**config.mk**
```make
export PLATFORM = sky130hd
export DESIGN_NAME = spike_rate_decoder
export DESIGN_NICKNAME = d
export VERILOG_FILES = /design/src/rtl/spike_rate_decoder.sv
export SDC_FILE = /design/constraint.sdc
export NUM_CORES = 1
export LEC_CHECK = 0
export BUFFER_PORTS_ARGS = -buffer_cell sky130_fd_sc_hd__buf_4
export CORE_MARGIN = 2
export CORE_UTILIZATION = 45
export CTS_CLUSTER_SIZE = 28
export DETAILED_ROUTE_END_ITERATION = 10
export PLACE_DENSITY = 0.6
export SYNTH_ARGS = -nofsm -noshare
export SYNTH_HDL_FRONTEND = slang
export SYNTH_SLANG_ARGS = --single-unit
```
**constraint.sdc**
```tcl
create_clock -name clk -period 5.8 [get_ports clk]
set_input_delay 0.58 -clock clk [delete_from_list [all_inputs] [get_ports clk]]
set_output_delay 0.58 -clock clk [all_outputs]
set_load 0.01 [all_outputs]
```
**src/rtl/spike_rate_decoder.sv**
```systemverilog
// Spike-rate read-out: counts spikes per channel over a fixed window, then
// scans for the most active channel and presents index, count, tie and 7-seg glyph.
module spike_rate_decoder #(
  parameter int N_CH   = 4,
  parameter int CNT_W  = 8,
  parameter int WINDOW = 256,
  parameter int IDX_W  = 4
) (
  input  logic             clk,
  input  logic             rst_n,
  input  logic             ena,
  input  logic [N_CH-1:0]  spike_in,
  input  logic             start,
  output logic             busy,
  output logic             result_valid,
  output logic [IDX_W-1:0] winner_idx,
  output logic [CNT_W-1:0] winner_count,
  output logic             tie,
  output logic [6:0]       segments
);

  typedef enum logic [1:0] {IDLE, COUNT, SCAN, DONE} state_t;

  localparam logic [15:0]      LAST_T  = 16'(WINDOW - 1);
  localparam logic [IDX_W-1:0] LAST_CH = IDX_W'(N_CH - 1);
  localparam logic [CNT_W-1:0] CNT_MAX = {CNT_W{1'b1}};

  state_t           state_r, state_nxt;
  logic [CNT_W-1:0] count_r [N_CH];
  logic [15:0]      timer_r;
  logic [IDX_W-1:0] scan_idx_r, best_idx_r;
  logic [CNT_W-1:0] best_cnt_r;
  logic             best_tie_r;
  logic [CNT_W-1:0] cur_cnt;
  logic [IDX_W-1:0] step_idx;
  logic [CNT_W-1:0] step_cnt;
  logic             step_tie;

  function automatic logic [6:0] seg7(input logic [IDX_W-1:0] idx);
    case (4'(idx))
      4'h0: seg7 = 7'h3F;  4'h1: seg7 = 7'h06;  4'h2: seg7 = 7'h5B;  4'h3: seg7 = 7'h4F;
      4'h4: seg7 = 7'h66;  4'h5: seg7 = 7'h6D;  4'h6: seg7 = 7'h7D;  4'h7: seg7 = 7'h07;
      4'h8: seg7 = 7'h7F;  4'h9: seg7 = 7'h6F;  4'hA: seg7 = 7'h77;  4'hB: seg7 = 7'h7C;
      4'hC: seg7 = 7'h39;  4'hD: seg7 = 7'h5E;  4'hE: seg7 = 7'h79;  4'hF: seg7 = 7'h71;
      default: seg7 = 7'h00;
    endcase
  endfunction

  always_ff @(posedge clk) begin
    if (!rst_n) begin
      state_r <= IDLE;
    end else begin
      state_r <= state_nxt;
    end
  end

  always_comb begin
    state_nxt = state_r;
    if (ena) begin
      case (state_r)
        IDLE:    state_nxt = start ? COUNT : IDLE;
        COUNT:   state_nxt = (timer_r == LAST_T) ? SCAN : COUNT;
        SCAN:    state_nxt = (scan_idx_r == LAST_CH) ? DONE : SCAN;
        DONE:    state_nxt = IDLE;
        default: state_nxt = IDLE;
      endcase
    end else begin
      state_nxt = state_r;
    end
  end

  always_ff @(posedge clk) begin
    if (!rst_n) begin
      timer_r <= 16'd0;
      for (int i = 0; i < N_CH; i++) count_r[i] <= {CNT_W{1'b0}};
    end else if (ena) begin
      case (state_r)
        IDLE: begin
          if (start) begin
            timer_r <= 16'd0;
            for (int i = 0; i < N_CH; i++) count_r[i] <= {CNT_W{1'b0}};
          end else begin
            timer_r <= timer_r;
          end
        end
        COUNT: begin
          timer_r <= timer_r + 16'd1;
          // Saturate rather than wrap so a busy channel can never look quiet.
          for (int i = 0; i < N_CH; i++) begin
            if (spike_in[i] && (count_r[i] != CNT_MAX)) count_r[i] <= count_r[i] + {{(CNT_W-1){1'b0}}, 1'b1};
          end
        end
        default: timer_r <= timer_r;
      endcase
    end else begin
      timer_r <= timer_r;
    end
  end

  // One scan step: channel 0 seeds the best; later channels must be strictly greater.
  always_comb begin
    cur_cnt = {CNT_W{1'b0}};
    for (int i = 0; i < N_CH; i++) begin
      cur_cnt = (scan_idx_r == IDX_W'(i)) ? count_r[i] : cur_cnt;
    end
    step_idx = best_idx_r;
    step_cnt = best_cnt_r;
    step_tie = best_tie_r;
    if (scan_idx_r == {IDX_W{1'b0}}) begin
      step_idx = {IDX_W{1'b0}};
      step_cnt = cur_cnt;
      step_tie = 1'b0;
    end else if (cur_cnt > best_cnt_r) begin
      step_idx = scan_idx_r;
      step_cnt = cur_cnt;
      step_tie = 1'b0;
    end else if (cur_cnt == best_cnt_r) begin
      step_tie = 1'b1;
    end else begin
      step_tie = best_tie_r;
    end
  end

  always_ff @(posedge clk) begin
    if (!rst_n) begin
      scan_idx_r <= {IDX_W{1'b0}};
      best_idx_r <= {IDX_W{1'b0}};
      best_cnt_r <= {CNT_W{1'b0}};
      best_tie_r <= 1'b0;
    end else if (ena) begin
      if (state_r == SCAN) begin
        scan_idx_r <= scan_idx_r + IDX_W'(1);
        best_idx_r <= step_idx;
        best_cnt_r <= step_cnt;
        best_tie_r <= step_tie;
      end else begin
        scan_idx_r <= {IDX_W{1'b0}};
      end
    end else begin
      scan_idx_r <= scan_idx_r;
    end
  end

  // Result outputs load together with the final scan step, i.e. as DONE is entered.
  always_ff @(posedge clk) begin
    if (!rst_n) begin
      busy         <= 1'b0;
      result_valid <= 1'b0;
      winner_idx   <= {IDX_W{1'b0}};
      winner_count <= {CNT_W{1'b0}};
      tie          <= 1'b0;
      segments     <= 7'h00;
    end else if (ena) begin
      busy         <= (state_nxt != IDLE);
      result_valid <= (state_nxt == DONE);
      if ((state_r == SCAN) && (scan_idx_r == LAST_CH)) begin
        winner_idx   <= step_idx;
        winner_count <= step_cnt;
        tie          <= step_tie;
        segments     <= seg7(step_idx);
      end else begin
        winner_idx   <= winner_idx;
      end
    end else begin
      busy <= busy;
    end
  end

endmodule

```
## Yosys cells after proc, flatten, opt, wreduce, memory -nomap -nowiden

Memories as Yosys holds them, arrays and structs flattened. A register that Yosys moved wholly into a read port is not among the register bits.
Cells that the tools add are included.

- Add/sub/neg operators: 6
- Multipliers: 0
- Divide/modulo/power cells: 0
- Magnitude comparators: 1
- Equality and inequality tests: 14
- Shift operators: 0
- Mux-type cells: 53
- Bitwise logic cells: 8
- Reductions and logical operators: 13

Operators by type and width:

| kind | count |
|---|---|
| 2-to-1 mux 8 bit | 14 |
| adder 8 x 1 -> 8 bit (second input constant) | 4 |
| != test 8 bit (second input constant) | 4 |
| one-hot mux 16 bit (2 select lines) | 1 |
| 2-to-1 mux 1 bit | 31 |
| adder 16 x 1 -> 16 bit (second input constant) | 1 |
| equality test 16 x 8 -> 1 bit (second input constant) | 1 |
| 2-to-1 mux 16 bit | 1 |
| 2-to-1 mux 4 bit | 3 |
| equality test 4 x 2 -> 1 bit (second input constant) | 2 |
| equality test 8 bit | 1 |
| > comparator 8 bit | 1 |
| OR 1 bit | 8 |
| one-hot mux 2 bit (4 select lines) | 1 |
| equality test 2 bit (second input constant) | 3 |
| logical AND 1 bit | 5 |
| adder 4 x 1 -> 4 bit (second input constant) | 1 |
| equality test 4 x 1 -> 1 bit (second input constant) | 1 |
| zero test 4 bit | 1 |
| 2-to-1 mux 2 bit | 2 |
| AND reduction 2 bit | 2 |
| nonzero test 2 bit | 2 |
| AND reduction 3 bit | 1 |
| equality test 2 x 1 -> 1 bit (second input constant) | 1 |
| 3 further kinds | 3 |

- Register bits: 50
- Bits in latches: 0
- Memory bits (writable): 32
- ROM bits: 112
- Bits of input ports: 8
- Output and inout port bits: 22
- Word-level logic and storage cells: 108
- Memories: 2

Memories:

| name | depth | width | read ports | clocked after Yosys merged registers in | write ports | RTL line | text |
|---|---|---|---|---|---|---|---|
| (no name shown) | 16 | 7 | 1 | 1 | 0 | 40 | `case (4'(idx))` |
| count_r | 4 | 8 | 4 | 0 | 4 | 29 | `logic [CNT_W-1:0] count_r [N_CH];` |

## Logic depth before layout (Yosys ltp)

Gate-level depths: netlist of the first run.

- Word-level depth: 9
- Gate-level depth with buffers: 21

## Least setup slack after synthesis of the first run

OpenSTA, ideal clock, no wires.

- Kind: register to register
- Start point: register scan_idx_r[0]
- End point: register segments[3]
- Setup time: 0.136 ns
- Arrival: 3.960 ns
- Required time: 5.664 ns
- Setup slack: 1.704 ns
- Stages on the path, launching flop included: 19
- Buffers on the path: 0
- Cell sequence: dfxtp_1 inv_1 ha_1 or3b_4 nor2_4 and2_1 o22ai_1 a21oi_2 ha_1 a211oi_1 nor2_1 o22a_2 nor2_1 a21oi_1 or2_2 ha_1 or3_1 o311ai_1 o311ai_2

- Cells in the longest elaborated chain, start to end: 8

RTL lines:

| item | RTL line | text |
|---|---|---|
| from (decl) | 31 | `logic [IDX_W-1:0] scan_idx_r, best_idx_r;` |
| from (signal assigned) | 126 | `scan_idx_r <= {IDX_W{1'b0}};` |
| from (signal assigned) | 132 | `scan_idx_r <= scan_idx_r + IDX_W'(1);` |
| from (signal assigned) | 137 | `scan_idx_r <= {IDX_W{1'b0}};` |
| zero test 4 bit | 104, 109 |  |
| 2-to-1 mux 8 bit (4 in a row) | 104 | `cur_cnt = (scan_idx_r == IDX_W'(i)) ? count_r[i] : cur_cnt;` |
| > comparator 8 bit | 113 | `end else if (cur_cnt > best_cnt_r) begin` |
| 2-to-1 mux 4 bit | 113 |  |
| 2-to-1 mux 4 bit | 109 | `if (scan_idx_r == {IDX_W{1'b0}}) begin` |
| to (decl) | 19 | `output logic [6:0] segments` |

Parallel ways exist; a longest one is shown, timed or not.
A chain may end at the register's enable or synchronous reset.

## Worst setup path after layout of the first run

Ends and elaborated chain as after synthesis.

==> impl_metrics.py, run 1 <==
metrics = {
    "status": {
        "status": "complete, no violations",
    },
    "yosys": {
        "yosysTopAreaCell": "dfxtp_1",
        "yosysUniqueCellTypes": 71,
        "synth_seq_cells": 89,
        "synth_top_area_share_pct": 25.9,
        "yosysSeqAreaShare_pct": 40.2,
        "synth_area_leaders": "dfxtp_1, edfxtp_1, ha_1",
        "yosys_warnings": 0,
        "ys_top_cells_by_count": "nor2_1, dfxtp_1, nand2_1, nand3_1, a21oi_1",
        "synth_edf_count": 24,
        "synth_area_sq_um": 5030,
        "async_flop_share_pct": 0,
        "synth_nets": 590,
        "synth_flop_cell": "dfxtp_1",
        "synth_cells": 558,
        "synth.most_common_cell": "nor2_1",
        "syn_area_per_cell_sq_um": 9.01,
    },
    "sta": {
        "tns_ps": 0,
        "rsz0062_at_grt": "false",
        "finClkSkew_ps": 11.4,
        "fmax_mhz": 217,
        "final.setup.worst_slack_ps": 1200,
        "tightestPinTransition_ps": 847,
        "setup_viol": 0,
        "period_share_pct": 79.4,
        "finalMaxSlewViolations": 0,
        "relSlewSlack_pct": 43.3,
        "period_needed_ps": 4600,
        "finalHoldViolations": 0,
    },
    "die": {
        "fp.dieH_um": 110,
        "start_util_pct": 46.2,
        "dieArea_sq_um": 12000,
        "die-width_um": 110,
        "io_pins": 30,
        "coreArea_sq_um": 10900,
        "row_count": 38,
    },
    "global_routing": {
        "grt_max_degree": 51,
        "grt_pass1_vias": 3770,
        "grt_overflow": 0,
        "grt_pass1_wl_mm": 18.1,
        "grt_use_total_pct": 19.6,
        "antenna_found_initial": 0,
    },
    "clock_network": {
        "ctsHoldBuffers": 0,
        "cts_max_level": 3,
        "clk_latency_ps": 380,
        "clock-root-buffer": "clkbuf_8",
        "cts_tree": "yes",
        "cts.clk_slew.worst_paths_ps": 90,
        "cts-resized-gates": 0,
        "cts.sinks": 89,
        "cts_buffers": 9,
        "post_cts_buffers": 0,
        "clockBufferDepth": 2,
    },
    "place": {
        "place_ws_ps": 1260,
        "dp_hpwl_mm": 8.01,
        "port_buffers": 29,
        "gp_congestion": 0.853,
    },
    "worst_setup_path": {
        "endpoint_kind": "flip-flop",
        "crit_required_ps": 6060,
        "rr_worst_depth": 18,
        "critPathKind": "reg -> reg",
        "worstPathArrival_ps": 4870,
        "worst_setup_path_start_kind": "flip-flop",
        "crit-reg2reg-launch": "scan_idx_r[0]$_SDFFE_PN0P_",
        "crit_fanout": 6,
        "startpoint": "scan_idx_r[0]$_SDFFE_PN0P_",
    },
    "detailed_routing": {
        "vias_per_cell": 5.52,
        "routedWlPerCell_um": 15.2,
        "wirelength_mm": 11.1,
        "vias": 3999,
        "drc": 0,
        "drt-initial-drc-count": 305,
        "dr.pass1.iters": 4,
        "ant_nets": 0,
    },
    "power": {
        "power_density_nw_per_um2": 221,
        "power_leakage_nw": 2.10,
        "irDropWorstVdd_mv": 0.118,
    },
    "cells_and_area": {
        "fin_util_pct": 51.1,
        "drive_gt1_share_pct": 13.3,
        "antenna-diode-count": 0,
        "fin_nets": 612,
        "fillCellCount": 1030,
        "syn_to_final_growth_pct": 10.6,
    },
    "hold_path": {
        "hold_class": "reg -> reg",
        "hold_start": "winner_count[1]$_SDFFE_PN0P_",
        "whs_path_depth": 2,
    },
    "job": {
        "drv_cap": 0,
    },
}
-- layer usage --
metal | vias to the layer above | share of wire (%) | track usage [%]
met1 | 1883 | 49 | 26.3
met2 | 76 | 46 | 30.8
met3 | 20 | 3.0 | 3.20
met5 | - | 0 | 0
li1 | 2020 | - | -
met4 | 0 | 2.2 | 8.86
-- layout make-up --
class / count / area [sq um] / share of cell area, %
multi-input combinational: 426 / 2820 / 50.8
sequential: 89 / 2020 / 36.4
timing repair buffer: 31 / 233 / 4.18
clock buffer: 12 / 176 / 3.17
tap: 140 / 175 / 3.15
inverter: 23 / 86.3 / 1.55
clock inverter: 4 / 46.3 / 0.832
-- final timing paths --
| check | slack [ps] | end |
|---|---|---|
| worst min register to register | 460 | winner_count[1]$_SDFFE_PN0P_ |
| worst min-delay path | 460 | winner_count[1]$_SDFFE_PN0P_ |
| worst max register to register | 1200 | segments[3]$_SDFFE_PN0P_ |
| worst max-delay path | 1200 | segments[3]$_SDFFE_PN0P_ |
-- stage by stage --
stage | area (sq um) | std cells | hold slack (ps) | total power, mW
4_1_cts | 5560 | 725 | 467 | 1.25
2_1_floorplan | 5030 | 558 | 454 | 0.743
5_1_grt | 5560 | 725 | 493 | 1.28
3_5_place_dp | 5340 | 709 | 455 | 0.769
6_report | 5560 | 725 | 461 | 1.23
3_3_place_gp | 5340 | 709 | 450 | 0.767
-- critical path, cell delays in order, from the launching register on --
cell and delay, ps:
dfxtp_1 370, inv_1 150, ha_1 260, or3b_4 450
nor2_4 150, o2bb2ai_1 130, o21ai_0 110, a21oi_1 250
ha_1 300, and2b_1 180, o211ai_2 210, a211oi_4 130
nor2_1 360, a21oi_1 170, or2_2 350, ha_1 340
or3_1 380, o311ai_1 100, o311ai_2 110
-- cells in the final DEF, fill, tap and decap left out, types with 3 or more instances in the layout --
cell	netlist	routed
clkbuf_8	0	11
o31ai_1	5	5
mux2i_1	14	14
nor2b_1	12	12
xnor2_1	12	12
a31o_2	3	3
a21oi_1	27	27
a21boi_0	6	6
a221oi_1	3	3
a31oi_1	5	5
nand3_1	30	30
inv_1	23	23
nand2_1	49	49
xor2_1	25	25
nor2_1	69	69
buf_4	0	31
or2_2	5	5
o211a_1	3	3
and3_1	10	10
nor3_1	5	5
o21ai_0	25	25
o2bb2ai_1	4	4
nand2b_1	5	5
nor2_4	3	3
or3_1	3	3
o21ai_1	11	11
nand4_1	9	9
a211oi_1	5	5
and2_1	11	11
edfxtp_1	24	24
ha_1	24	24
dfxtp_1	65	65
-- cells by family (layout without fill, tap and decap cells) --
group                      after synthesis  in the layout  synth area share [%]
DFF                                     89             89                  40.2
adders and majority gates               24             24                  5.97
xor gates and xnor gates                37             37                  6.45
buffers and inverters                   43             70                  3.63
and+or+nand+nor                        226            226                  23.2
AOI/OAI and AO/OA                      124            124                  17.5
muxes                                   15             15                  3.01
-- registers in the layout, summed over array words and instances (netlist names) --
register / cells
result_valid: 1
best_idx_r: 4
timer_r: 16
busy: 1
best_cnt_r: 8
scan_idx_r: 4
count_r: 32
tie: 1
winner_count: 8
segments: 7
winner_idx: 4
state_r: 2
best_tie_r: 1
-- report_power, final --
| part | internal [mW] | switching, mW |
|---|---|---|
| combinational | 0.0336 | 0.0558 |
| sequential | 0.649 | 0.0160 |
| clock | 0.248 | 0.228 |
(Power assumes the default switching activity.)
==> inputs of run 2 (changes only) <==
Settings changed: PLACE_DENSITY 0.6 to 0.62.
Clock period 5.8 ns to 4.1 ns, I/O delays scaled along.
==> run 2 against run 1 <==
  * Final area is 4.0% higher
  * First-iteration DRC count down 21%
  * Hold slack got worse by 100 ps
  * Worst setup slack got worse by 1000 ps
  * Non-clock buffer count grew 20
  * Die area did not move
  * Combinational power up 67%
  * Critical endpoint unchanged
==> impl_metrics.py, run 2 (synthesized netlist as in run 1, its figures left out) <==
metrics = {
    "worst_setup_path": {
        "worstPathArrival_ps": 4210,
        "crit_required_ps": 4370,
        "startpoint": "scan_idx_r[0]$_SDFFE_PN0P_",
        "crit_chain": "inv_2, ha_1, or3b_4, nor2_4, o2bb2ai_1, o21ai_0, a21oi_1, ha_1, and2b_1, o211ai_2, a211o_4, a21oi_1, a21oi_1, or2_4, ha_4, or3_1, o311ai_1, o311ai_2",
        "max_stage_delay_ps": 420,
        "crit-reg2reg-launch": "scan_idx_r[0]$_SDFFE_PN0P_",
        "crit_fanout": 5,
        "cpMaxStageDelayCell": "or3b_4",
        "rr_worst_depth": 18,
        "critPathKind": "reg -> reg",
        "endpoint_kind": "flip-flop",
        "worst_setup_path_start_kind": "flip-flop",
        "cp_common_cell": "a21oi_1",
    },
    "power": {
        "power_mw": 1.77,
        "power_leakage_nw": 2.20,
        "irDropWorstVdd_mv": 0.187,
        "power_density_nw_per_um2": 307,
    },
    "place": {
        "dp_hpwl_mm": 8.33,
        "port_buffers": 29,
        "placed_cell_area_sq_um": 5480,
        "gp_congestion": 0.968,
    },
    "detailed_routing": {
        "vias": 4084,
        "vias_per_cell": 5.48,
        "drc": 0,
        "ant_nets": 0,
        "routedWlPerCell_um": 15.4,
        "dr.pass1.iters": 4,
        "drt-initial-drc-count": 240,
        "wirelength_mm": 11.5,
    },
    "clock_network": {
        "cts_tree": "yes",
        "cts_buffers": 9,
        "cts.sinks": 89,
        "cts.clk_slew.worst_paths_ps": 100,
        "clock-root-buffer": "clkbuf_8",
        "clockBufferDepth": 2,
        "clk_latency_ps": 390,
        "cts_max_level": 3,
    },
    "hold_path": {
        "whs_path_depth": 3,
        "hold_start": "ena",
        "hold_class": "in -> reg",
    },
    "sta": {
        "finalHoldViolations": 0,
        "finClkSkew_ps": 14.6,
        "period_share_pct": 96.0,
        "period_needed_ps": 3940,
        "finalMaxSlewViolations": 0,
        "tightestPinTransition_ps": 526,
        "setup_viol": 0,
        "relSlewSlack_pct": 64.9,
        "fmax_mhz": 254,
        "tns_ps": 0,
    },
    "die": {
        "dieArea_sq_um": 12000,
        "start_util_pct": 46.2,
        "die-width_um": 110,
        "row_count": 38,
        "io_pins": 30,
        "fp.dieH_um": 110,
        "coreArea_sq_um": 10900,
    },
    "cells_and_area": {
        "fillCellCount": 1023,
        "layout_common_cells": "nor2_1, dfxtp_1, buf_4",
        "fin_area_sq_um": 5780,
        "largest_reg_flops": 32,
        "top_regs": "count_r x32, timer_r x16",
        "fin_util_pct": 53.1,
        "fin_nets": 632,
        "syn_to_final_growth_pct": 15.0,
        "antenna-diode-count": 0,
        "drive_gt1_share_pct": 17.9,
        "layout_commonest_cell": "nor2_1",
        "regMostFlops": "count_r",
    },
    "global_routing": {
        "grt_use_total_pct": 20.3,
        "antenna_found_initial": 0,
        "grt_pass1_wl_mm": 18.8,
        "grt_pass1_vias": 3916,
        "grt_max_degree": 51,
        "grt_overflow": 0,
    },
    "status": {
        "status": "complete, no violations",
    },
    "job": {
        "drv_cap": 0,
    },
}
## run 2: path summary, 6_finish.rpt
check / endpoint / slack, ps
setup / recovery: segments[3]$_SDFFE_PN0P_ / 160
hold / removal: busy$_SDFFE_PN0P_ / 360
setup reg to reg: segments[3]$_SDFFE_PN0P_ / 160
hold reg to reg: winner_count[2]$_SDFFE_PN0P_ / 470
## run 2: final cells by class
cell class	count	area [sq um]	share of cell area, %
clock buffers	11	174	3.01
clock inverters	5	58.8	1.02
inverters	23	86.3	1.49
multi-input cells	426	2880	49.8
flip-flops and latches	89	2020	35.0
well taps	140	175	3.03
repair buffers	51	383	6.62
## run 2: worst max-delay path, delay by kind of cell, from the launching register on
| family | cells | cell delay (ps) |
|---|---|---|
| compound gates | 9 | 1370 |
| buf+inv | 1 | 70 |
| flops | 1 | 360 |
| simple gates | 5 | 1350 |
| fa+ha+maj | 3 | 660 |
## run 2: per-stage QoR
stage | hold slack, ps | worst slack (ps) | std cells
2_1_floorplan | 454 | 4.45 | 558
3_3_place_gp | 450 | 72.2 | 728
3_5_place_dp | 455 | -52.8 | 728
4_1_cts | 334 | 0.903 | 745
5_1_grt | 355 | -27.5 | 745
6_report | 358 | 164 | 745
## run 2: routing by layer
| metal | vias to the layer above | wire length [um] | GRT usage [%] |
|---|---|---|---|
| met5 | - | 0 | 0 |
| met1 | 1921 | 5490 | 25.7 |
| li1 | 2066 | - | - |
| met4 | 0 | 225 | 8.50 |
| met3 | 20 | 515 | 5.45 |
| met2 | 77 | 5230 | 32.7 |
## run 2: power breakdown
part           total [mW]  internal, mW  switching [mW]
registers           0.941         0.918          0.0228
clock network       0.685         0.355           0.330
logic               0.149        0.0625          0.0862
total                1.77          1.34           0.439
## run 2: repair_timing
action	4_1_cts	5_1_grt
pin swaps	5	8
hold buffers	0	0
setup buffers	1	0
resized for setup	3	11
setup endpoints to repair	1	7
==> inputs of run 3 (changes only) <==
Settings changed: CORE_MARGIN 2 to 5.
==> run 3 against run 2 <==
  * Clock power fell by 6.4%
  * Global-route usage fell by 2.4 points
  * Flip-flop and latch count stayed put
  * Combinational power increased by 7%
  * Critical path depth rose by 1
  * Sequential power about the same
  * Fmax grew 0.54%
  * Non-clock buffer count increased by 1
  * First-iteration DRC count down 6.7%
  * Critical path type unchanged
==> impl_metrics.py, run 3 (synthesized netlist as in run 1, its figures left out) <==
metrics = {
    "status": {
        "status": "complete, no violations",
    },
    "power": {
        "power_leakage_nw": 2.20,
        "irDropWorstVdd_mv": 0.224,
        "power_density_nw_per_um2": 299,
    },
    "global_routing": {
        "antenna_found_initial": 0,
        "grt_overflow": 0,
        "grt_use_met1_pct": 23.5,
        "grt_busiest_layer": "met2",
        "use_met3_pct": 3.97,
        "grt_max_degree": 51,
        "grt_use_total_pct": 17.9,
        "met2_usage_pct": 29.1,
        "grt_pass1_vias": 4005,
        "grt_pass1_wl_mm": 19.1,
    },
    "sta": {
        "tightestPinTransition_ps": 843,
        "period_needed_ps": 3920,
        "finalMaxSlewViolations": 0,
        "finalHoldViolations": 0,
        "hold_ws_ps": 358,
        "final.setup.worst_slack_ps": 185,
        "finClkSkew_ps": 18.6,
        "relSlewSlack_pct": 43.4,
        "fmax_mhz": 255,
        "setup_viol": 0,
        "period_share_pct": 95.5,
    },
    "place": {
        "dp_hpwl_mm": 8.13,
        "dp_cells": 725,
        "placed_cell_area_sq_um": 5460,
        "gp_congestion": 0.910,
        "port_buffers": 29,
        "place_ws_ps": -85.6,
    },
    "detailed_routing": {
        "routedWlPerCell_um": 15.3,
        "vias": 4116,
        "drt-initial-drc-count": 224,
        "dr.pass1.iters": 5,
        "drc": 0,
        "vias_per_cell": 5.52,
        "ant_nets": 0,
        "wirelength_mm": 11.4,
    },
    "cells_and_area": {
        "syn_to_final_growth_pct": 16.0,
        "drive_gt1_share_pct": 19.3,
        "fin_nets": 633,
        "antenna-diode-count": 0,
        "largest_reg_flops": 32,
        "layout_common_cells": "nor2_1, dfxtp_1, buf_4",
        "stdcell_count": 746,
        "fin_util_pct": 53.5,
        "regMostFlops": "count_r",
        "layout_commonest_cell": "nor2_1",
        "fin_area_sq_um": 5830,
        "top_regs": "count_r x32, timer_r x16",
    },
    "clock_network": {
        "cts_buffers": 9,
        "clock-root-buffer": "clkbuf_8",
        "cts.sinks": 89,
        "clockBufferDepth": 2,
        "cts.clk_slew.worst_paths_ps": 100,
        "cts_tree": "yes",
        "ctsHoldBuffers": 0,
        "clk_latency_ps": 380,
        "cts_max_level": 3,
    },
    "worst_setup_path": {
        "worstPathArrival_ps": 4220,
        "startpoint": "scan_idx_r[0]$_SDFFE_PN0P_",
        "crit-reg2reg-launch": "scan_idx_r[0]$_SDFFE_PN0P_",
        "endpoint_kind": "flip-flop",
        "reg2reg_setup_slack_ps": 180,
        "reg2reg_to": "segments[3]$_SDFFE_PN0P_",
        "rr_worst_depth": 19,
        "crit_fanout": 5,
        "worst_setup_path_start_kind": "flip-flop",
        "crit_end": "segments[3]$_SDFFE_PN0P_",
        "critPathKind": "reg -> reg",
        "crit_required_ps": 4400,
    },
    "die": {
        "fp.dieH_um": 116,
        "io_pins": 30,
        "row_count": 38,
        "coreArea_sq_um": 10900,
        "start_util_pct": 46.2,
        "dieArea_sq_um": 13400,
        "die-width_um": 116,
    },
    "hold_path": {
        "hold_class": "in -> reg",
        "whs_path_depth": 3,
    },
    "job": {
        "drv_cap": 0,
    },
}
run 3: cell count changes in the layout (fill, tap and decap cells not counted), sizes merged:
| cell | delta |
|---|---|
| buf | +1 |
| clkbuf | +1 |
| clkinvlp | -1 |
| clkinv | -1 |
| inv | +1 |
run 3: power breakdown:
part	internal, mW	switching [mW]
clock	0.319	0.322
sequential	0.918	0.0220
combinational	0.0682	0.0909
total	1.30	0.435
run 3: cell type report:
type                            count  area (sq um)
Clock buffer                       12           156
Fill cell                        1005          5060
Sequential cell                    89          2020
Timing Repair Buffer               52           390
Inverter                           23          86.3
Multi-Input combinational cell    426          2950
Clock inverter                      4          48.8
Tap cell                          140           175
run 3: how the worst min path moves through the flow:
stage                                from                     endpoint  slack, ps
2_1_floorplan  best_cnt_r[1]$_SDFFE_PN0P_   best_cnt_r[1]$_SDFFE_PN0P_        450
5_1_grt                       spike_in[3]  count_r[3][6]$_SDFFCE_PN0P_        380
6_report                              ena            busy$_SDFFE_PN0P_        360
3_3_place_gp             tie$_SDFFE_PN0P_             tie$_SDFFE_PN0P_        450
3_5_place_dp             tie$_SDFFE_PN0P_             tie$_SDFFE_PN0P_        460
4_1_cts                               ena            busy$_SDFFE_PN0P_        340
run 3: repair_timing:
action | in CTS | in global routing
pin swaps | 6 | 13
endpoints found under the setup margin | 1 | 7
setup buffers | 2 | 3
gates resized for setup | 7 | 22
run 3: stage by stage:
step	setup TNS [ps]	total power, mW
finish	0	1.74
CTS	0	1.74
global route	-63.3	1.82
global placement	0	1.10
floorplan	0	1.05
detailed placement	-85.6	1.10
run 3: critical path: stages, from the launching register on:
cell and delay, ps:
dfxtp_2 370, inv_1 90, ha_1 170, or3b_4 400, nor2_4 150, o2bb2ai_1 130, o21ai_1 120, a21oi_2 230
ha_4 250, and2b_2 210, o211ai_4 210, a211o_4 190, a21oi_2 60, a21oi_1 220, or2_4 200, inv_1 80
ha_1 240, a211oi_1 260, o221ai_1 150, o311ai_2 110
run 3: per-layer routing:
metal	routed length (um)	vias up
met1	5450	1940
met3	548	13
met5	0	-
li1	-	2064
met2	5260	99
met4	153	0
